<file path="config.mk">
export PLATFORM = sky130hd
export DESIGN_NAME = game_controller
export DESIGN_NICKNAME = d
export VERILOG_FILES = /design/src/rtl/game_controller.sv
export SDC_FILE = /design/constraint.sdc
export NUM_CORES = 1
export LEC_CHECK = 0
export CAP_MARGIN = 30
export CORE_MARGIN = 2
export CORE_UTILIZATION = 25
export DETAILED_ROUTE_END_ITERATION = 10
export GPL_TIMING_DRIVEN = 1
export PLACE_DENSITY = 0.38
export SYNTH_ARGS = -nofsm -noshare
export SYNTH_HDL_FRONTEND = slang
export SYNTH_SLANG_ARGS = --single-unit
</file>
<file path="constraint.sdc">
create_clock -name CLK -period 6.39 [get_ports CLK]
set_input_delay 0.639 -clock CLK [delete_from_list [all_inputs] [get_ports CLK]]
set_output_delay 0.639 -clock CLK [all_outputs]
set_load 0.05 [all_outputs]
</file>
<file path="src/rtl/game_controller.sv">
// game_controller: tic-tac-toe board sequencer with cursor, alternating turns and multi-cycle win/draw scan
module game_controller (
    input  logic        CLK,
    input  logic        RESET,
    input  logic        BTN_LEFT,
    input  logic        BTN_RIGHT,
    input  logic        BTN_UP,
    input  logic        BTN_DOWN,
    input  logic        BTN_SELECT,
    input  logic        BTN_NEW,
    output logic [35:0] CONTROL_ARRAY,
    output logic        TURN,
    output logic        GAME_OVER,
    output logic [1:0]  WINNER
);
    typedef enum logic [1:0] {PLAY, CHECK, WIN, DRAW} state_t;
    state_t      state, state_n;
    logic [1:0]  marks [9];
    logic [1:0]  marks_n [9];
    logic [3:0]  cursor, cursor_n, moves, moves_n;
    logic [2:0]  line, line_n;
    logic        turn_n;
    logic [1:0]  winner_n, ma;
    logic [8:0]  win_mask, win_mask_n;
    logic [3:0]  la, lb, lc;
    logic        hit, col0, col2;
    logic [35:0] ctrl_n;

    always_comb begin
        {la, lb, lc} = {4'd0, 4'd1, 4'd2};
        case (line)
            3'd1: {la, lb, lc} = {4'd3, 4'd4, 4'd5};
            3'd2: {la, lb, lc} = {4'd6, 4'd7, 4'd8};
            3'd3: {la, lb, lc} = {4'd0, 4'd3, 4'd6};
            3'd4: {la, lb, lc} = {4'd1, 4'd4, 4'd7};
            3'd5: {la, lb, lc} = {4'd2, 4'd5, 4'd8};
            3'd6: {la, lb, lc} = {4'd0, 4'd4, 4'd8};
            3'd7: {la, lb, lc} = {4'd2, 4'd4, 4'd6};
            default: ;
        endcase
    end

    assign ma   = marks[la];
    assign hit  = ma != 2'd0 && ma == marks[lb] && ma == marks[lc];
    assign col0 = cursor == 4'd0 || cursor == 4'd3 || cursor == 4'd6;
    assign col2 = cursor == 4'd2 || cursor == 4'd5 || cursor == 4'd8;
    assign GAME_OVER = state == WIN || state == DRAW;

    always_comb begin
        state_n    = state;
        marks_n    = marks;
        cursor_n   = cursor;
        moves_n    = moves;
        line_n     = line;
        turn_n     = TURN;
        winner_n   = WINNER;
        win_mask_n = win_mask;
        if (BTN_NEW) begin
            state_n    = PLAY;
            marks_n    = '{default: 2'd0};
            cursor_n   = 4'd4;
            moves_n    = 4'd0;
            line_n     = 3'd0;
            turn_n     = 1'b0;
            winner_n   = 2'd0;
            win_mask_n = 9'd0;
        end else begin
            case (state)
                PLAY: begin
                    // SELECT consumes the cycle even when the cell is occupied
                    if (BTN_SELECT) begin
                        if (marks[cursor] == 2'd0) begin
                            marks_n[cursor] = TURN ? 2'd2 : 2'd1;
                            moves_n = moves + 4'd1;
                            line_n  = 3'd0;
                            state_n = CHECK;
                        end
                    end else if (BTN_LEFT)  cursor_n = col0 ? cursor + 4'd2 : cursor - 4'd1;
                    else if (BTN_RIGHT)     cursor_n = col2 ? cursor - 4'd2 : cursor + 4'd1;
                    else if (BTN_UP)        cursor_n = cursor < 4'd3 ? cursor + 4'd6 : cursor - 4'd3;
                    else if (BTN_DOWN)      cursor_n = cursor > 4'd5 ? cursor - 4'd6 : cursor + 4'd3;
                end
                CHECK: begin
                    if (hit) begin
                        win_mask_n = (9'd1 << la) | (9'd1 << lb) | (9'd1 << lc);
                        winner_n   = ma;
                        state_n    = WIN;
                    end else if (line == 3'd7) begin
                        state_n = moves == 4'd9 ? DRAW : PLAY;
                        turn_n  = moves == 4'd9 ? TURN : ~TURN;
                    end else begin
                        line_n = line + 3'd1;
                    end
                end
                default: ;
            endcase
        end
    end

    // Display word is built from next-state values so it updates on the same edge
    always_comb begin
        ctrl_n = '0;
        for (int i = 0; i < 9; i++)
            ctrl_n[i*4 +: 4] = {win_mask_n[i], state_n == PLAY && cursor_n == 4'(i), marks_n[i]};
    end

    always_ff @(posedge CLK or negedge RESET) begin
        if (!RESET) begin
            state         <= PLAY;
            marks         <= '{default: 2'd0};
            cursor        <= 4'd4;
            moves         <= 4'd0;
            line          <= 3'd0;
            TURN          <= 1'b0;
            WINNER        <= 2'd0;
            win_mask      <= 9'd0;
            CONTROL_ARRAY <= 36'h000040000;
        end else begin
            state         <= state_n;
            marks         <= marks_n;
            cursor        <= cursor_n;
            moves         <= moves_n;
            line          <= line_n;
            TURN          <= turn_n;
            WINNER        <= winner_n;
            win_mask      <= win_mask_n;
            CONTROL_ARRAY <= ctrl_n;
        end
    end
endmodule
</file>
==> run summary <==
==================================================================================================
Pwr/cell area                                                                          225 nW/um^2
Number of placement rows                                                                        44
Worst-case register-to-register setup slack                                                2.29 ns
Count of synthesis-stage warnings from yosys                                                     0
Internal Dissipation                                                                    0.000618 W
Routed wire length on met2                                                                 5.30 mm
Fin Clk Skew                                                                            0.00779 ns
Floorplan die area                                                                      15900 um^2
Initial antenna violation count                                                                  0
Global-route congestion overflow total                                                           0
HP Class                                                                              input pin to asynchronous set/reset pin
Mean area per synthesized cell                                                           8.75 um^2
Cell at the root of the clock tree                                                    sky130_fd_sc_hd__clkbuf_16
Die Y                                                                                       126 um
Wire length reported by the detailed router                                                11.5 mm
Ranking of synthesized cells by area                                                  sky130_fd_sc_hd__dfrtp_1, sky130_fd_sc_hd__ha_1, sky130_fd_sc_hd__a21oi_1
Finish-stage setup viols                                                                         0
Total inserted antenna cells                                                                     0
Leakage dissipation                                                                        1.77 nW
Capture instance of the worst register-to-register path                                    line[0]
HPWL after detailed placement                                                              8.13 mm
Combinational share of power                                                                 0.330
Clock share of power                                                                         0.290
Vias post-DR                                                                                  3343
Synth area leader                                                                     sky130_fd_sc_hd__dfrtp_1
Bufs on Longest Clock Path                                                                       2
Status                                                                                complete, no violations
Pins Over Slew Limit                                                                             0
Sequential group share of total power                                                        0.379
Clock transition time at the flip-flop clock pins of the worst setup and hold paths        0.08 ns
Effective utilization at floorplan                                                           0.256
Hold-fix buffers, CTS                                                                            0
Post-place instance area                                                                 4300 um^2
Max_cap viols                                                                                    0
Clock tree from TritonCTS                                                                     done
Critical path buffers and inverters                                                              2
Htree depth                                                                                      2
Crit path largest cell delay                                                               0.82 ns
Post-layout instance area                                                                4450 um^2
Number of cell instances on the worst register-to-register path                                 11
Minimum clock period after layout                                                          4.10 ns
Worst Path Class, Setup                                                               register to register
Largest delay share family, worst path                                                compound AO/OA/AOI/OAI gates
Wire length the detailed router placed on met1                                             5.66 mm
Sequential share of the synthesized area                                                     0.349
Commonest cells after routing, fill and taps aside                                    sky130_fd_sc_hd__dfrtp_1, sky130_fd_sc_hd__clkdlybuf4s50_1, sky130_fd_sc_hd__a21oi_1
Floorplan core area                                                                     14600 um^2
Number of enable flip-flop cells after synthesis                                                 0
RSZ-0062 raised after global routing                                                            no
Global-route wire length before repair                                                     18.7 mm
Max layer used                                                                                met4
Worst Setup Start Kind                                                                    register
Critical R2R Launch                                                                        line[2]
Global placement routability congestion                                                      0.806
Cell-by-cell listing of the critical path                                             inv_1 > ha_1 > a211o_1 > or4b_4 > o2bb2ai_2 > a211oi_1 > mux2i_4 > o22ai_1 > buf_4 > nor3_2 > mux2_2
Via count of the first global-routing pass                                                    3380
Total negative slack for setup checks                                                         0 ns
Met3 wire len                                                                               474 um
PostCTS Resize Cnt                                                                               0
Number of nets in the finished design                                                          475
Worst-skew pair later-pin latency                                                          0.30 ns
Number of standard cells after synthesis                                                       427
Post-route clock period utilization                                                          0.642
Fraction of power spent switching nets                                                       0.382
Total placed cells including tap cells                                                         627
Cell type of the slowest stage on the worst timing path                               sky130_fd_sc_hd__dfrtp_1
TritonCTS sink count                                                                            52
Drt initial violations                                                                         281
Syn Nets                                                                                       452
Average routed wire per standard cell                                                      18.2 um
Fraction of synthesis flops using an asynchronous set or reset pin                            1.00
Area fraction of the dominant cell type after synthesis                                      0.335
Fraction of final layout cells with drive strength greater than 1                           0.0776
Worst Max-Slew Pin Slew                                                                    1.01 ns
Net switching power                                                                     0.000382 W
Cell Count, Final, Fillers Out                                                                 635
Top achievable clock speed                                                               0.244 GHz
Peak VDD IR                                                                              0.0975 mV
Via density per instance                                                                      5.26
Distinct cell type count of the synthesized netlist                                             73
Most common library cell in the layout ignoring fill and taps                         sky130_fd_sc_hd__dfrtp_1
Kind of capture point of the worst setup path                                             register
Number of flip-flops and latches in the synthesized netlist                                     52
Post-CTS Setup Bufs                                                                              0
Drt drc                                                                                          0
Max FO, Critical Path                                                                           24
Number of clock buffers inserted by TritonCTS                                                    5
Count of TritonRoute iterations in the first routing pass                                        5
Synthesized area                                                                         3740 um^2
Top_reg_cell synth                                                                    sky130_fd_sc_hd__dfrtp_1
Number of port buffers                                                                          47
Pin count of the biggest net entering global routing                                            53
Residual antenna-violating net count after detailed routing                                      0
Number of hold-slack violations in the final timing report                                       0
Area growth syn-to-layout                                                                    19.1%
Die width                                                                                   126 um
Critical Path RT                                                                           6.58 ns
Max_slew headroom                                                                            0.325
GRT Total Usage                                                                              0.148
Number of top-level pins                                                                        48
Arrival time at the worst endpoint                                                         4.29 ns
==================================================================================================
## per-layer routing
metal / vias up / track usage
met4: 0 / 0.0356
met3: 6 / 0.0297
met5: - / 0
met2: 80 / 0.240
met1: 1627 / 0.202
li1: 1630 / -
## cells by family (layout without fill, tap and decap cells)
family / Yosys count / in the layout / synth area share
muxes: 19 / 19 / 0.0579
adders and majority gates: 17 / 17 / 0.0569
AOI/OAI and AO/OA: 128 / 128 / 0.250
DFF: 52 / 52 / 0.349
buffers and inverters: 54 / 78 / 0.0609
and+or+nand+nor: 150 / 150 / 0.209
xor gates and xnor gates: 7 / 7 / 0.0164
## power groups by stage
stage               sequential, W  clock, W  combinational, W
floorplan                0.000391         0          0.000237
global placement         0.000386         0          0.000331
detailed placement       0.000385         0          0.000330
CTS                      0.000379  0.000301          0.000332
global route             0.000384  0.000315          0.000367
finish                   0.000379  0.000290          0.000330
## flip-flops by register name, indices dropped and copies added, names as in the netlist
| name | flops |
|---|---|
| moves | 4 |
| cursor | 4 |
| win_mask | 8 |
| marks | 9 |
| CONTROL_ARRAY | 19 |
| line | 3 |
| state | 2 |
| WINNER | 2 |
| TURN | 1 |
## through the flow
| step | setup slack [ns] | utilization | hold slack [ns] | total power [W] |
|---|---|---|---|---|
| final | 2.29 | 0.305 | 0.457 | 0.00100 |
| after global routing | 2.04 | 0.305 | 0.525 | 0.00107 |
| after CTS | 2.31 | 0.305 | 0.492 | 0.00101 |
| after detailed placement | 2.34 | 0.295 | 0.508 | 0.000716 |
| after global placement | 2.14 | 0.294 | 0.501 | 0.000717 |
| after floorplan | 3.26 | - | 0.343 | 0.000629 |
## cell usage after synthesis, types with 4 or more instances
master,number
sky130_fd_sc_hd__dfrtp_1,50
sky130_fd_sc_hd__a21oi_1,36
sky130_fd_sc_hd__nand2_1,35
sky130_fd_sc_hd__nor2_1,25
sky130_fd_sc_hd__clkbuf_1,24
sky130_fd_sc_hd__nor3_1,21
sky130_fd_sc_hd__inv_1,19
sky130_fd_sc_hd__ha_1,17
sky130_fd_sc_hd__o21ai_0,17
sky130_fd_sc_hd__nand3_1,14
sky130_fd_sc_hd__mux2i_1,12
sky130_fd_sc_hd__and2_1,9
sky130_fd_sc_hd__buf_2,8
sky130_fd_sc_hd__nor3b_1,8
sky130_fd_sc_hd__a211oi_1,7
sky130_fd_sc_hd__a311oi_1,7
sky130_fd_sc_hd__nand2b_1,6
sky130_fd_sc_hd__a211o_1,5
sky130_fd_sc_hd__nor2b_1,5
sky130_fd_sc_hd__nor4_1,5
sky130_fd_sc_hd__o211ai_1,5
sky130_fd_sc_hd__a31o_1,4
sky130_fd_sc_hd__a31oi_1,4
sky130_fd_sc_hd__mux2_2,4
sky130_fd_sc_hd__or3_1,4
sky130_fd_sc_hd__or4_1,4
sky130_fd_sc_hd__xnor2_1,4
## final cells by class
cell class | count | area (um^2)
inverter | 20 | 75.1
tap | 184 | 230
clock inverter | 3 | 27.5
clock buffer | 5 | 125
fill | 1522 | 10100
sequential | 52 | 1300
multi-input combinational | 321 | 2210
timing repair buffer | 50 | 483
## worst max-delay path by stage
stage | end | slack, ns | depth (start not counted) | start
after global routing | line[0] | 2.04 | 11 | line[2]
final | line[0] | 2.29 | 11 | line[2]
after detailed placement | line[0] | 2.34 | 11 | line[2]
after CTS | line[0] | 2.31 | 11 | line[2]
after global placement | WINNER[1] | 2.14 | 9 | line[2]
after floorplan | win_mask[4] | 3.26 | 11 | line[0]
No activity file was read; power rests on OpenSTA's default activity.
